[src/rtl/dmem_responder.sv]
// Data-memory responder for a pipelined core: word-addressed RAM behind a
// fixed-latency stall handshake, with alignment/range checking on every request.
module dmem_responder #(
    parameter int DEPTH   = 64,
    parameter int LATENCY = 2
) (
    input  logic        clk,
    input  logic        reset,
    input  logic        memwrite,
    input  logic        memread,
    input  logic [31:0] dataadr,
    input  logic [31:0] writedata,
    output logic [31:0] readdata,
    output logic        stall,
    output logic        addr_err
);
    localparam int         AW       = $clog2(DEPTH);
    localparam bit         ZERO_LAT = (LATENCY == 0);
    localparam logic [3:0] LOAD     = (LATENCY > 0) ? 4'(LATENCY - 1) : 4'd0;

    typedef enum logic {IDLE, BUSY} state_t;

    state_t        state_reg;
    logic [3:0]    count_reg;
    logic [AW-1:0] cap_idx_reg;
    logic [31:0]   cap_data_reg;
    logic          cap_write_reg;
    logic          addr_err_reg;

    logic [31:0]   mem [DEPTH];

    logic          req;
    logic          addr_ok;
    logic          accept;
    logic          reject;
    logic          done;
    logic          rd_fire;
    logic          wr_fire;
    logic [AW-1:0] req_idx;
    logic [AW-1:0] acc_idx;
    logic [31:0]   wr_data;

    assign req_idx = dataadr[AW+1:2];
    assign addr_ok = (dataadr[1:0] == 2'b00) && (dataadr[31:AW+2] == '0);
    assign req     = !reset && (state_reg == IDLE) && (memwrite || memread);
    assign accept  = req && addr_ok;
    assign reject  = req && !addr_ok;
    assign done    = !reset && (state_reg == BUSY) && (count_reg == 4'd0);

    // Zero latency serves the live request; otherwise only captured values are used.
    always_comb begin
        rd_fire = 1'b0;
        wr_fire = 1'b0;
        acc_idx = cap_idx_reg;
        wr_data = cap_data_reg;
        if (ZERO_LAT) begin
            rd_fire = accept && !memwrite;
            wr_fire = accept && memwrite;
            acc_idx = req_idx;
            wr_data = writedata;
        end else begin
            rd_fire = done && !cap_write_reg;
            wr_fire = done && cap_write_reg;
        end
    end

    assign stall    = !ZERO_LAT &&
                      (accept || (!reset && (state_reg == BUSY) && (count_reg != 4'd0)));
    assign readdata = rd_fire ? mem[acc_idx] : 32'd0;
    assign addr_err = addr_err_reg;

    // Memory is deliberately outside the reset domain: reset never alters contents.
    always_ff @(posedge clk) begin
        if (wr_fire) begin
            mem[acc_idx] <= wr_data;
        end
    end

    always_ff @(posedge clk) begin
        if (reset) begin
            state_reg     <= IDLE;
            count_reg     <= 4'd0;
            cap_idx_reg   <= '0;
            cap_data_reg  <= 32'd0;
            cap_write_reg <= 1'b0;
            addr_err_reg  <= 1'b0;
        end else begin
            addr_err_reg <= reject;
            case (state_reg)
                IDLE: begin
                    if (accept && !ZERO_LAT) begin
                        state_reg     <= BUSY;
                        count_reg     <= LOAD;
                        cap_idx_reg   <= req_idx;
                        cap_data_reg  <= writedata;
                        cap_write_reg <= memwrite;
                    end
                end
                BUSY: begin
                    if (count_reg == 4'd0) begin
                        state_reg <= IDLE;
                    end else begin
                        count_reg <= count_reg - 4'd1;
                    end
                end
                default: state_reg <= IDLE;
            endcase
        end
    end
endmodule
[config.mk]
export PLATFORM = sky130hd
export DESIGN_NAME = dmem_responder
export DESIGN_NICKNAME = d
export VERILOG_FILES = /design/src/rtl/dmem_responder.sv
export SDC_FILE = /design/constraint.sdc
export NUM_CORES = 2
export LEC_CHECK = 0
export ABC_AREA = 1
export BUFFER_PORTS_ARGS = -buffer_cell sky130_fd_sc_hd__buf_2
export CORE_AREA = 2 2 395 397
export CTS_CLUSTER_SIZE = 30
export DETAILED_ROUTE_END_ITERATION = 6
export DIE_AREA = 0 0 397 399
export HOLD_SLACK_MARGIN = 0.12
export MAX_ROUTING_LAYER = met4
export PLACE_DENSITY = 0.81
export SLEW_MARGIN = 20
export SYNTH_ARGS = -nofsm -noshare
export SYNTH_HDL_FRONTEND = slang
export SYNTH_SLANG_ARGS = --single-unit
[constraint.sdc]
create_clock -name clk -period 7.1 [get_ports clk]
set_input_delay 1.42 -clock clk [delete_from_list [all_inputs] [get_ports clk]]
set_output_delay 1.42 -clock clk [all_outputs]
set_load 0.05 [all_outputs]
-- Word level (Yosys, flattened, before mapping)
Memories as Yosys holds them, arrays and structs flattened. A register that Yosys moved wholly into a read port is not among the register bits.
Index checks and enable logic that the tools add are counted.
W data, S select, Z words.
- flip-flop bits (word level): 45
- memories kept: 1
- input bits: 68
- output and inout port bits: 34
- memory bits (writable): 2048
- muxes and demuxes: 11
- reductions and logical operators: 21
- $add $sub $neg: 1
- bitwise logic cells: 1
- equality and inequality tests: 2
- memory list (memory ; words ; bits a word ; read ports ; clocked after memory_dff ; wr ports ; RTL line ; RTL):
    mem ; 64 ; 32 ; 1 ; 1 ; 1 ; 30 ; logic [31:0] mem [DEPTH];
- operators with widths (kind ; number):
    $mux W32 ; 1
    $logic_not A24 Y1 ; 1
    $mux W6 ; 2
    $logic_and A1 B1 Y1 ; 10
    $mux W4 ; 2
    $pmux W4 S2 ; 1
    $logic_not A4 Y1 ; 1
    $mux W1 ; 4
    $ne A2 B2 Y1 const B ; 2
    $reduce_and A2 Y1 ; 2
    $reduce_bool A4 Y1 ; 1
    $sub A4 B1 Y4 const B ; 1
    $logic_not A1 Y1 ; 3
    $logic_not A2 Y1 ; 1
    $logic_or A1 B1 Y1 ; 2
    $pmux W1 S2 ; 1
    $not A1 Y1 ; 1

-- Depth between registers and ports, before layout
- word-level depth: 7
- mapped depth: 14

-- Least setup slack after synthesis
Ideal clock, no wire load.
- path type: input to output
- start: input port dataadr[8]
- end: output port stall
- data arrival time: 3053 ps
- setup slack: 2627 ps
- stages: 7
- path buffers: 1
- cells stage by stage: or2_0 > nor3_1 > nand4_1 > buf_2 > nand2_1 > inv_1 > nor2_1
- cells in the longest elaborated chain, start to end: 4
- ends and longest elaborated chain (item ; RTL line ; RTL):
    start, declared ; 11 ; input logic [31:0] dataadr,
    $logic_not A24 Y1 ; 44 ; assign addr_ok = (dataadr[1:0] == 2'b00) && (dataadr[31:AW+2] == '0);
    $logic_and A1 B1 Y1 ; 44 ;
    $logic_and A1 B1 Y1 ; 46 ; assign accept = req && addr_ok;
    $logic_or A1 B1 Y1 ; 68 ; (accept || (!reset && (state_reg == BUSY) && (count_reg != 4'd0)));
    end, declared ; 14 ; output logic stall,
Every way passes these cells.

==> results.yml <==
outcome:
  violations: "DRC"
  status: "complete, but fails checks"
drt:
  top_layer_used: "met4"
  via_count: 58043
  wl_per_cell_um: 25.0
  viasPerCell: 6.28
  met1_length_um: 78100
  wl_met3_um: 33300
  drt-initial-drc-count: 10560
  totalWireLength_um: 231000
  dr.pass1.iters: 7
  drt.antenna.violating_nets: 0
  remaining_drc_errors: 1
  wl_met2_um: 107000
pwr:
  cellPowerDensity_nw_per_um2: 252
  finalPower_uw: 23500
  ir_worst_vdd_v: 0.000232
  leakagePower_uw: 0.0329
worst_hold_path:
  min-delay-start: "cap_data_reg[6]$_SDFFE_PP0P_"
  hold_depth: 2
  worst_hold_path_type: "reg -> reg"
placement:
  place_inst: 8875
  io_buffers: 101
  pre_cts_ws_ns: 1.76
  place.gp.congestion: 0.878
  hpwl_um: 118000
setup_path:
  crit_required_ns: 5.68
  r2r_start: "count_reg[0]$_SDFFE_PP0P_"
  timing.critical_path.arrival_ns: 4.64
  path_class: "reg -> out"
  worst_setup_path_end_kind: "output port"
  rr_worst_depth: 11
  worstPathMaxFanout: 224
  r2r_slack_ns: 2.74
  start_kind: "flop"
  rr_endpoint: "mem[12][20]$_DFFE_PP_"
  crit_end: "readdata[17]"
yosys:
  synth-seq-area-share: 0.742
  syn_inst: 7052
  synth_area_um2: 84200
  synth.distinct_cells: 24
  yosysWarnings: 0
  ys_ff_latch: 2099
  syn_nets: 7121
  avgSynthCellArea_um2: 11.9
cts:
  cts-root-buf: "clkbuf_16"
  cts_resized: 0
  post-cts-setup-buffer-count: 0
  cts_tree: "yes"
  clk_latency_ns: 0.85
  clk_pin_slew_ns: 0.06
  max-clock-path-buffers: 3
  cts_sinks: 2099
  cts_inserted_buffers: 195
  htreeDepth: 4
  postCtsHoldBufs: 0
sta:
  setup_tns_ns: 0
  fin_ws_ns: 1.04
  max_freq_ghz: 0.165
  slew_viol_final: 0
  final.period_utilization: 0.853
  rsz0062_at_grt: "false"
  period_minus_slack_ns: 6.06
  finalHoldViolations: 0
  clock_skew_ns: 0.0607
  setup_violations: 0
  worst_slew_pin_slew_ns: 1.23
  max_slew_margin: 0.178
finish:
  largest_reg_flops: 2048
  areaGrowthSynthToFinish_pct: 10.5
  nNetsFinal: 7100
  layout-drive-gt1-share: 0.0871
  final_util: 0.605
  instances_no_fill: 9237
global_route:
  grt_pass1_vias: 55879
  grt_pass1_wl_um: 340000
  track_usage: 0.297
  antenna_found_initial: 4
  grt_max_degree: 263
  overflow: 0
floorplanning:
  rows: 144
  initial_core_util: 0.548
  die_x_um: 397
  die_y_um: 399
  ios: 102
  core-area_um2: 154000
  die_area_um2: 158000
job:
  cap_violations: 0
cells in the final DEF, fill, tap and decap left out, types with 2 or more instances in the layout:
master,synthesis,routed
a21oi_1,76,76
a31oi_1,6,6
buf_12,0,20
buf_16,0,3
buf_2,285,101
buf_4,51,119
bufinv_16,0,12
clkbuf_1,93,33
clkbuf_16,0,198
clkbuf_8,0,5
clkinv_1,1,47
clkinv_2,0,44
clkinvlp_4,0,3
dfxtp_1,51,13
dfxtp_2,0,25
dfxtp_4,0,13
diode_2,0,7
edfxtp_1,2048,2048
inv_1,50,48
inv_16,0,5
inv_2,2,3
inv_6,0,6
nand2_1,2312,2312
nand3_1,1800,1800
nor2_1,161,96
nor2_4,0,65
nor3_1,3,3
o21ai_0,61,61
o22ai_1,11,11
xor2_1,2,2
synthesized netlist by cell type, drive strengths merged:
master,instances,area (µm²)
nand2,2312,8680
edfxtp,2048,61500
nand3,1800,9010
buf,369,1990
nor2,161,604
clkbuf,93,349
a21oi,76,380
o21ai,62,310
inv,54,208
dfxtp,51,1020
o22ai,11,68.8
a31oi,6,37.5
nor3,3,15.0
xor2,2,17.5
clkinv,1,3.75
ha,1,12.5
nand4,1,6.26
or2,1,6.26
kinds of logic (layout without fill, tap and decap cells):
group,count (synthesis),in the layout,share of synthesized area
and+or+nand+nor,4278,4278,0.218
DFF,2099,2099,0.742
buffers and inverters,517,651,0.0303
AOI/OAI and AO/OA,155,155,0.00946
xor gates and xnor gates,2,2,0.000208
adders and majority gates,1,1,0.000149
other,0,7,0
where the power goes:
part           switching, µW  leakage [µW]  internal, µW
Combinational           24.0        0.0105          16.9
Clock                   4490       0.00300          5580
Sequential             0.112        0.0194         13400
critical path: stages, from the launching register on:
cell,delay [ns]
dfxtp_4,0.57
buf_16,0.33
buf_12,0.61
nand2_1,0.19
nand3_1,0.16
nand3_1,0.09
nand3_1,0.14
nand3_1,0.21
nand3_1,0.24
nand2_1,0.13
nor2_1,0.43
buf_2,0.37
layer usage:
| layer | track usage | up-vias |
|---|---|---|
| met2 | 0.448 | 4799 |
| met5 | - | - |
| met3 | 0.0683 | 831 |
| met1 | 0.377 | 27492 |
| met4 | 0.154 | 0 |
| li1 | - | 24921 |
worst min-delay path by stage:
stage | to | slack (ns)
floorplan | cap_write_reg$_SDFFE_PP0P_ | 0.44
global placement | cap_data_reg[1]$_SDFFE_PP0P_ | 0.43
detailed placement | cap_data_reg[30]$_SDFFE_PP0P_ | 0.44
CTS | cap_data_reg[30]$_SDFFE_PP0P_ | 0.45
global route | cap_data_reg[6]$_SDFFE_PP0P_ | 0.46
finish | cap_data_reg[6]$_SDFFE_PP0P_ | 0.44
per-stage QoR:
stage                     hold WS (ns)  area, µm²
final                            0.443      93000
after global routing             0.458      93000
after CTS                        0.447      92900
after detailed placement         0.437      86800
after global placement           0.430      86800
after floorplan                  0.437      84200
final cells by class:
class | instances | area [µm²]
Antenna cell | 7 | 17.5
Clock buffer | 236 | 5150
Clock inverter | 116 | 922
Fill cell | 10871 | 60700
Inverter | 55 | 251
Multi-Input combinational cell | 4436 | 19600
Sequential cell | 2099 | 62600
Tap cell | 2044 | 2560
Timing Repair Buffer | 244 | 1890
(Power assumes the default switching activity.)
